===== src/rtl/adder_fu_sched_pkg.sv =====
// Shared types and helpers for the adder functional-unit scheduler.
package adder_fu_sched_pkg;

    typedef enum logic [1:0] {
        MODE_4X16    = 2'd0,
        MODE_2X32    = 2'd1,
        MODE_ILLEGAL = 2'd2,
        MODE_1X64    = 2'd3
    } fu_mode_e;

    typedef enum logic [1:0] {
        IDLE = 2'd0,
        WAIT = 2'd1,
        RESP = 2'd2
    } sched_state_e;

    localparam int unsigned NUM_LANES    = 4;
    localparam int unsigned NUM_OPERANDS = 8;
    localparam int unsigned CNT_W        = 8;

    function automatic int unsigned mode_latency(fu_mode_e mode, int unsigned l16,
                                                 int unsigned l32, int unsigned l64);
        case (mode)
            MODE_4X16: return l16;
            MODE_2X32: return l32;
            MODE_1X64: return l64;
            default:   return 1;
        endcase
    endfunction

    function automatic logic mode_legal(fu_mode_e mode);
        return mode != MODE_ILLEGAL;
    endfunction

endpackage


===== src/rtl/adder_fu_sched_rr_arbiter.sv =====
// Combinational round-robin arbiter: first requester at or after ptr wins.
module rr_arbiter #(
    parameter int unsigned N = 4
) (
    input  logic [N-1:0]         req,
    input  logic [$clog2(N)-1:0] ptr,
    output logic [N-1:0]         grant,
    output logic [$clog2(N)-1:0] grant_idx,
    output logic                 any
);

    localparam int unsigned IW = $clog2(N);

    logic [IW:0] idx;

    always_comb begin
        grant     = '0;
        grant_idx = '0;
        any       = 1'b0;
        idx       = '0;
        for (int unsigned i = 0; i < N; i++) begin
            // ptr < N, so ptr + i needs at most one wrap
            idx = (IW+1)'(ptr) + (IW+1)'(i);
            if (idx >= (IW+1)'(N)) begin
                idx = idx - (IW+1)'(N);
            end
            if (!any && req[idx[IW-1:0]]) begin
                grant[idx[IW-1:0]] = 1'b1;
                grant_idx          = idx[IW-1:0];
                any                = 1'b1;
            end
        end
    end

endmodule


===== src/rtl/adder_fu_sched.sv =====
// Shares one adder FU among NUM_REQ requesters; one op in flight, tagged response.
module adder_fu_sched
    import adder_fu_sched_pkg::*;
#(
    parameter int unsigned NUM_REQ  = 4,
    parameter int unsigned WIDTH    = 16,
    parameter int unsigned LAT_4X16 = 2,
    parameter int unsigned LAT_2X32 = 3,
    parameter int unsigned LAT_1X64 = 5
) (
    input  logic                                           clk,
    input  logic                                           reset,
    input  logic [NUM_REQ-1:0]                             req_valid,
    output logic [NUM_REQ-1:0]                             req_ready,
    input  logic [NUM_REQ-1:0][1:0]                        req_mode,
    input  logic [NUM_REQ-1:0][NUM_OPERANDS-1:0][WIDTH-1:0] req_operands,
    output logic                                           rsp_valid,
    input  logic                                           rsp_ready,
    output logic [$clog2(NUM_REQ)-1:0]                     rsp_id,
    output logic [NUM_LANES-1:0][WIDTH-1:0]                rsp_sum,
    output logic                                           rsp_carry,
    output logic                                           rsp_err,
    output logic [NUM_OPERANDS-1:0][WIDTH-1:0]             fu_inputs,
    output logic [1:0]                                     fu_config,
    output logic                                           fu_on_off,
    input  logic [NUM_LANES-1:0][WIDTH-1:0]                fu_outputs,
    input  logic                                           fu_carry_out
);

    localparam int unsigned IW = $clog2(NUM_REQ);

    sched_state_e                          state_q, state_d;
    logic [IW-1:0]                         rr_q, rr_d;
    logic [CNT_W-1:0]                      cnt_q, cnt_d;
    logic [NUM_OPERANDS-1:0][WIDTH-1:0]    fu_inputs_q, fu_inputs_d;
    logic [1:0]                            fu_config_q, fu_config_d;
    logic                                  fu_on_off_q, fu_on_off_d;
    logic                                  rsp_valid_q, rsp_valid_d;
    logic [IW-1:0]                         rsp_id_q, rsp_id_d;
    logic [NUM_LANES-1:0][WIDTH-1:0]       rsp_sum_q, rsp_sum_d;
    logic                                  rsp_carry_q, rsp_carry_d;
    logic                                  rsp_err_q, rsp_err_d;

    logic [NUM_REQ-1:0] arb_grant;
    logic [IW-1:0]      arb_idx;
    logic               arb_any;
    logic               accept;
    fu_mode_e           sel_mode;

    rr_arbiter #(.N(NUM_REQ)) u_arb (
        .req       (req_valid),
        .ptr       (rr_q),
        .grant     (arb_grant),
        .grant_idx (arb_idx),
        .any       (arb_any)
    );

    // Grant is only offered while idle and out of reset
    assign req_ready = (state_q == IDLE && reset) ? arb_grant : '0;
    assign accept    = arb_any && state_q == IDLE && reset;

    always_comb begin
        state_d     = state_q;
        rr_d        = rr_q;
        cnt_d       = cnt_q;
        fu_inputs_d = fu_inputs_q;
        fu_config_d = fu_config_q;
        rsp_id_d    = rsp_id_q;
        rsp_sum_d   = rsp_sum_q;
        rsp_carry_d = rsp_carry_q;
        rsp_err_d   = rsp_err_q;
        sel_mode    = fu_mode_e'(req_mode[arb_idx]);

        case (state_q)
            IDLE: begin
                if (accept) begin
                    rr_d     = (arb_idx == IW'(NUM_REQ - 1)) ? '0 : arb_idx + IW'(1);
                    rsp_id_d = arb_idx;
                    if (mode_legal(sel_mode)) begin
                        fu_inputs_d = req_operands[arb_idx];
                        fu_config_d = req_mode[arb_idx];
                        cnt_d       = CNT_W'(mode_latency(sel_mode, LAT_4X16, LAT_2X32,
                                                          LAT_1X64) - 1);
                        state_d     = WAIT;
                    end else begin
                        rsp_sum_d   = '0;
                        rsp_carry_d = 1'b0;
                        rsp_err_d   = 1'b1;
                        state_d     = RESP;
                    end
                end
            end
            WAIT: begin
                if (cnt_q == '0) begin
                    rsp_sum_d   = fu_outputs;
                    rsp_carry_d = fu_carry_out;
                    rsp_err_d   = 1'b0;
                    state_d     = RESP;
                end else begin
                    cnt_d = cnt_q - CNT_W'(1);
                end
            end
            RESP: begin
                if (rsp_ready) begin
                    state_d = IDLE;
                end
            end
            default: state_d = IDLE;
        endcase

        fu_on_off_d = (state_d == WAIT);
        rsp_valid_d = (state_d == RESP);
    end

    always_ff @(posedge clk or negedge reset) begin
        if (!reset) begin
            state_q     <= IDLE;
            rr_q        <= '0;
            cnt_q       <= '0;
            fu_inputs_q <= '0;
            fu_config_q <= '0;
            fu_on_off_q <= 1'b0;
            rsp_valid_q <= 1'b0;
            rsp_id_q    <= '0;
            rsp_sum_q   <= '0;
            rsp_carry_q <= 1'b0;
            rsp_err_q   <= 1'b0;
        end else begin
            state_q     <= state_d;
            rr_q        <= rr_d;
            cnt_q       <= cnt_d;
            fu_inputs_q <= fu_inputs_d;
            fu_config_q <= fu_config_d;
            fu_on_off_q <= fu_on_off_d;
            rsp_valid_q <= rsp_valid_d;
            rsp_id_q    <= rsp_id_d;
            rsp_sum_q   <= rsp_sum_d;
            rsp_carry_q <= rsp_carry_d;
            rsp_err_q   <= rsp_err_d;
        end
    end

    assign fu_inputs = fu_inputs_q;
    assign fu_config = fu_config_q;
    assign fu_on_off = fu_on_off_q;
    assign rsp_valid = rsp_valid_q;
    assign rsp_id    = rsp_id_q;
    assign rsp_sum   = rsp_sum_q;
    assign rsp_carry = rsp_carry_q;
    assign rsp_err   = rsp_err_q;

endmodule


===== config.mk =====
export PLATFORM = sky130hd
export DESIGN_NAME = adder_fu_sched
export DESIGN_NICKNAME = d
export VERILOG_FILES = /design/src/rtl/adder_fu_sched_pkg.sv /design/src/rtl/adder_fu_sched_rr_arbiter.sv /design/src/rtl/adder_fu_sched.sv
export SDC_FILE = /design/constraint.sdc
export NUM_CORES = 1
export LEC_CHECK = 0
export CORE_AREA = 2 2 313 315
export CTS_BUF_LIST = sky130_fd_sc_hd__clkbuf_4 sky130_fd_sc_hd__clkbuf_8 sky130_fd_sc_hd__clkbuf_16
export DETAILED_ROUTE_END_ITERATION = 10
export DIE_AREA = 0 0 315 317
export PLACE_DENSITY_LB_ADDON = 0.05
export SKIP_LAST_GASP = 1
export SLEW_MARGIN = 20
export SYNTH_ARGS = -nofsm -noshare
export SYNTH_HDL_FRONTEND = slang
export SYNTH_SLANG_ARGS = --single-unit

===== constraint.sdc =====
create_clock -name clk -period 7.5 [get_ports clk]
set_input_delay 1.5 -clock clk [delete_from_list [all_inputs] [get_ports clk]]
set_output_delay 1.5 -clock clk [all_outputs]
set_load 0.01 [all_outputs]

# Yosys cells after proc, flatten, opt, wreduce, memory -nomap -nowiden
# Index checks and enable logic that the tools add are counted.
[op_classes]
n_reduce_logical = 21
order_cmp = 13
n_addsub = 10
muxes = 63
eq_ne = 13
n_bitwise = 3
[op_table]
columns = ["cell", "n"]
rows = [
  ["128-bit binary-select mux with 2-bit select", 1],
  ["64-bit two-way mux", 3],
  ["128-bit two-way mux", 1],
  ["64-bit case mux with 2 select lines", 1],
  ["8-bit two-way mux", 6],
  ["2-bit two-way mux", 14],
  ["4-bit two-way mux", 5],
  ["1-bit two-way mux", 18],
  ["8-bit case mux with 2 select lines", 1],
  ["8-bit by 1-bit subtractor with 8-bit output (second input constant)", 2],
  ["2-bit by 3-bit less-than comparator with 1-bit output (second input constant)", 5],
  ["4-bit bitwise OR", 3],
  ["1-bit logical AND", 10],
  ["2-bit inequality test (second input constant)", 5],
  ["3-bit >= comparator (second input constant)", 3],
  ["3-bit case mux with 3 select lines", 1],
  ["1-bit binary-select mux with 2-bit select", 4],
  ["1-bit demux with 2-bit select", 4],
  ["2-bit equality test (second input constant)", 4],
  ["2-bit by 1-bit >= comparator with 1-bit output (second input constant)", 4],
  ["8-bit zero test", 1],
  ["4-bit AND reduction", 2],
  ["2-bit by 1-bit subtractor with 2-bit output (second input constant)", 4],
  ["2-bit by 2-bit adder with 3-bit output (second input constant)", 2],
  ["13 further kinds", 19],
]
[word_totals]
ff_bits = 212
elab_cells = 144
out_inout_bits = 204
in_bits = 592

# Longest topological paths before layout
[depth]
word_depth = 25
depth_mapped = 17
mapped_depth_nobuf = 15

# Hierarchy
# From an unflattened synthesis, not the netlist that was laid out.
[hier_totals]
hier_cells = 719
area_unflattened_um2 = 11417.2
[by_module_without_submodules]
columns = ["module", "cells_per_inst", "area_each_um2", "n_inst", "seq_area_each_um2"]
rows = [
  ["adder_fu_sched", 674, 10998.0, 1, 5305.1],
  ["rr_arbiter", 45, 419.2, 1, 0.0],
]

# Worst setup path after synthesis
# Ideal clock, no wire load.
[synth_path]
path_type = "input port to flip-flop"
from = "in req_valid[2]"
to = "reg cnt_q[6]"
required_time_ns = 7.435
path_slack_ns = 2.860
path_buffers = 1
stages = 12
t_arrival_ns = 4.575
setup_time_ns = 0.065
path_cell_list = "mux4_2 nor2b_4 o21ai_1 and2_1 buf_6 a211oi_1 nor2_1 o31ai_1 ha_1 nor4b_1 a2bb2oi_1 o211a_1"
[synth_via]
elab_chain_cells = 23
[synth_rtl]
columns = ["item", "line", "text"]
rows = [
  ["start, declared", "adder_fu_sched.sv:13", "input logic [NUM_REQ-1:0] req_valid,"],
  ["1-bit binary-select mux with 2-bit select", "adder_fu_sched_rr_arbiter.sv:27", "if (!any && req[idx[IW-1:0]]) begin"],
  ["1-bit two-way mux (implied by the code)", "adder_fu_sched_rr_arbiter.sv:27", ""],
  ["1-bit two-way mux", "adder_fu_sched_rr_arbiter.sv:27", ""],
  ["1-bit zero test", "adder_fu_sched_rr_arbiter.sv:27", ""],
  ["1-bit logical AND", "adder_fu_sched_rr_arbiter.sv:27", ""],
  ["1-bit two-way mux", "adder_fu_sched_rr_arbiter.sv:27", ""],
  ["1-bit zero test", "adder_fu_sched_rr_arbiter.sv:27", ""],
  ["1-bit logical AND", "adder_fu_sched_rr_arbiter.sv:27", ""],
  ["(+7 left out)", "n/a", ""],
  ["3-bit case mux with 3 select lines", "adder_fu_sched_pkg.sv:23", "case (mode)"],
  ["8-bit two-way mux", "adder_fu_sched.sv:79", "if (mode_legal(sel_mode)) begin"],
  ["8-bit two-way mux", "adder_fu_sched.sv:76", "if (accept) begin"],
  ["8-bit two-way mux", "adder_fu_sched.sv:74", "case (state_q)"],
  ["8-bit by 1-bit subtractor with 8-bit output", "adder_fu_sched.sv:83", "LAT_1X64) - 1);"],
  ["8-bit two-way mux", "adder_fu_sched.sv:79", ""],
  ["8-bit two-way mux", "adder_fu_sched.sv:76", ""],
  ["8-bit case mux with 2 select lines", "adder_fu_sched.sv:74", ""],
  ["end signal, assigned", "adder_fu_sched.sv:131", "cnt_q <= cnt_d;"],
  ["end, declared", "adder_fu_sched.sv:34", "logic [CNT_W-1:0] cnt_q, cnt_d;"],
]
# Parallel ways exist; a longest one is shown, timed or not. The select of a mux whose other input is x is not followed.
# A chain may end at the register's enable or synchronous reset.

# Final worst setup path
[layout_path]
from = "in req_valid[2]"
to = "out req_ready[1]"
[layout_via]
elab_chain_cells = 13
[layout_rtl]
columns = ["item", "line", "text"]
rows = [
  ["1-bit binary-select mux with 2-bit select", "adder_fu_sched_rr_arbiter.sv:27", ""],
  ["1-bit two-way mux (implied by the code)", "adder_fu_sched_rr_arbiter.sv:27", ""],
  ["1-bit two-way mux", "adder_fu_sched_rr_arbiter.sv:27", ""],
  ["1-bit zero test", "adder_fu_sched_rr_arbiter.sv:27", ""],
  ["1-bit logical AND", "adder_fu_sched_rr_arbiter.sv:27", ""],
  ["1-bit two-way mux", "adder_fu_sched_rr_arbiter.sv:27", ""],
  ["1-bit zero test", "adder_fu_sched_rr_arbiter.sv:27", ""],
  ["1-bit logical AND", "adder_fu_sched_rr_arbiter.sv:27", ""],
  ["1-bit two-way mux", "adder_fu_sched_rr_arbiter.sv:27", ""],
  ["1-bit zero test", "adder_fu_sched_rr_arbiter.sv:27", ""],
  ["1-bit logical AND", "adder_fu_sched_rr_arbiter.sv:27", ""],
  ["4-bit two-way mux (*)", "adder_fu_sched_rr_arbiter.sv:27", ""],
  ["4-bit two-way mux (*)", "adder_fu_sched.sv:59", "assign req_ready = (state_q == IDLE && reset) ? arb_grant : '0;"],
  ["end, declared", "adder_fu_sched.sv:14", "output logic [NUM_REQ-1:0] req_ready,"],
]
# Every way passes the cells marked *; elsewhere a longest branch is shown, timed or not. The select of a mux whose other input is x is not followed.

==> impl_results.md <==
* RR Startpoint: rr_q[0]
* Status: completed
* Clock root cell: clkbuf_16
* Post-detailed-route wirelength per cell at 20.21 um
* Slew Limit Fails at 0
* Yosys cell types at 54
* CP max-delay cell: mux4_2
* Placed Area at 21480 um2
* Design area at 22630 um2
* DP HPWL at 57.95 mm
* FF+latch count, synth at 212
* Post-synth EDFFs at 0
* VDD IR max at 0.1226 mV
* Fin. Hold Viols at 0
* Mean post-synth cell area at 7.202 um2
* Hold path cells at 2
* Ys Warns at 0
* GRT overflow at 0
* PwrDens at 152.8 nW/um2
* Hold Path Sink: fu_inputs[69]
* Die X at 315 um
* Sequential share of power at 33.1%
* Crit. End Element: output port
* Maximum clock path buffer count at 3
* Cells after synthesis at 1704
* Final hold slack at 0.4759 ns
* Clock transition at path regs at 0.05 ns
* Final Net Count at 3021
* Initial DRC count at 595
* Syn Std Cell Area at 12270 um2
* Vias in the first global route at 14.68k
* Slew headroom at 34.31%
* Rows at 114
* Slowest stage delay, CP at 0.65 ns
* Drt pass-1 iters at 4
* Largest net degree at the start of global routing at 141
* Worst r2r dst: cnt_q[6]
* Switch Pwr at 947.7 uW
* CTS resizes at 0
* Tot GR Track Use at 14.32%
* Antenna viol nets, final at 0
* Setup bufs post-CTS at 0
* Pleak at 0.009613 uW
* WP buf/inv at 2
* Period Utilization, post-route at 77.68%
* Minimum clock period at 5.826 ns
* Most numerous cell in the Yosys netlist: nand2_1
* Hold buffers post-CTS at 0
* Logic gate share of total power at 19.0%
* Most used DFF post-synth: dfrtp_1
* Slew @ Worst Pin at 0.9854 ns
* Maxcap violations at 0
* Setup violations, final at 0
* Seq/Total Area, Yosys at 43.23%
* Antenna violations before repair at 20
* Setup ws final at 1.674 ns
* Pre-CTS setup slack at 1.239 ns
* Core Util, Final at 23.50%
* Synth Net Count at 2304
* Area Growth Syn to Fin at 84.39%
* Most instantiated cells after synthesis: nand2_1 (786), dfrtp_1 (212), o21ai_0 (205)
* Hold WC Path Type: reg -> reg
* First-pass GRT wire length at 104.3 mm
* Routed vias/inst at 3.856
* Crit Path Max Fanout at 9
* H-tree Lvls at 2
* CTS tree: yes
* Die H at 317 um
* Top achievable clock speed at 171.6 MHz
* Clock Skews at 0.02208 ns
* Worst-Skew Late Latency at 0.55 ns
* Critical Path RT at 6.00 ns
* Routability cong. at 0.8189
* Cell mode on critical path: clkdlybuf4s50_1
* Count of buffers from port buffering at 795
* Reg2reg setup slack at 2.01 ns
* Sum Neg Setup Slack at 0 ns
* Leading area contributor after synthesis: dfrtp_1
* Initial Util at 12.75%
* Post-synth ARST share at 100.0%
* Die area at 99860 um2
* WP data arrival at 4.33 ns
* Via count at 14.36k
* Sw Ratio at 27.40%
* Largest cells by area after synthesis: dfrtp_1 (43%), nand2_1 (24%), o21ai_0 (8.4%)
* Cell family with most CP delay: buffers and inverters
* CP Class: in -> out
* DRC at 0
* Num CTS Buffers at 34
* I/O pins at 796
* Post-Route WL at 75.23 mm
* Area fraction of the dominant cell type after synthesis at 43.23%
* Clk pwr share at 47.9%
* Hold_sp: fu_inputs[69]
* Int Pwr at 2510 uW
* Critical path launch point type: input port
* Share of cells above drive strength 1 at 3.971%
* Core area at 96280 um2
* R2R cell count at 12
* Crit path cell chain: clkdlybuf4s50_1 -> mux4_2 -> or3_1 -> nor2b_1 -> a221oi_1 -> nor2_1 -> clkdlybuf4s50_1
* Sink Count at 212
* Unrepaired setup endpoints after global routing: no
[through the flow]
step,std cells,total power [uW]
2_1_floorplan,1704,1394
3_3_place_gp,3661,1842
3_5_place_dp,3661,1844
4_1_cts,3719,3572
5_1_grt,3723,3656
6_report,3723,3458
[metal layers]
layer / part of all wire [%] / global-route usage (%) / up-vias
li1: - / - / 7108
met1: 37 / 15.50 / 6678
met2: 52 / 26.22 / 445
met3: 7.6 / 4.989 / 97
met4: 2.4 / 4.026 / 28
met5: 0.24 / 0 / -
[area by class of cell]
class                   instances  area (um2)
inverters                       8       30.03
well taps                    1276        1597
clock inverters                 9       138.9
repair buffers                814        8168
multi-input cells            1351        6381
clock buffers                  49        1001
fillers                     10680       73650
flip-flops and latches        212        5305
diodes                          4       10.01
[sequential cells by signal, summed over array words and instances (netlist names)]
| register | flops |
|---|---|
| rr_q | 2 |
| rsp_carry | 1 |
| cnt_q | 8 |
| rsp_err | 1 |
| fu_on_off | 1 |
| rsp_id | 2 |
| rsp_sum | 64 |
| fu_inputs | 128 |
| rsp_valid | 1 |
| fu_config | 2 |
| state_q | 2 |
[cells by family after synthesis]
group,synth area share [%]
AO/OA/AOI/OAI,17.66
XOR/XNOR,0.2141
adder cells (fa/ha/maj),0.8156
buffers and inverters,5.087
flip-flops,43.23
multiplexers,1.285
AND/OR/NAND/NOR,31.72
[placed cells by master, fill, tap and decap left out, types with 6 or more instances in the layout]
cell and instances:
a22o_1 65, buf_4 14, clkbuf_16 34, clkbuf_4 9, clkbuf_8 6, clkdlybuf4s50_1 794
dfrtp_1 212, ha_1 8, inv_1 8, nand2_1 785, nand3_1 132, nor2_1 19
o21ai_0 205, o21ai_1 59
[how the worst max path moves through the flow]
stage,slack [ns],from,cells past startpoint,to
after floorplan,2.86,req_valid[2],12,cnt_q[6]
after global routing,1.55,req_valid[3],11,cnt_q[6]
after detailed placement,1.24,req_valid[2],11,cnt_q[6]
final,1.67,req_valid[2],7,req_ready[1]
after global placement,1.27,req_valid[2],11,cnt_q[6]
after CTS,1.69,req_valid[2],7,req_ready[1]
[worst reg2reg max path, stage by stage, from the launching register on]
cell and delay, ns:
dfrtp_1 0.75, inv_1 0.28, ha_1 0.47, mux4_2 0.35
nor2b_2 0.18, o211ai_1 0.39, and2_4 0.75, mux4_2 0.74
o31ai_1 0.33, ha_1 0.34, nor4b_1 0.47, a2bb2oi_1 0.23
o211a_1 0.15
[power by group through the flow]
stage | logic (uW) | registers [uW] | clock network (uW)
4_1_cts | 681 | 1140 | 1750
3_3_place_gp | 678 | 1160 | 0
6_report | 658 | 1140 | 1660
3_5_place_dp | 679 | 1160 | 0
2_1_floorplan | 229 | 1170 | 0
5_1_grt | 734 | 1140 | 1780
No activity file was read; power rests on OpenSTA's default activity.
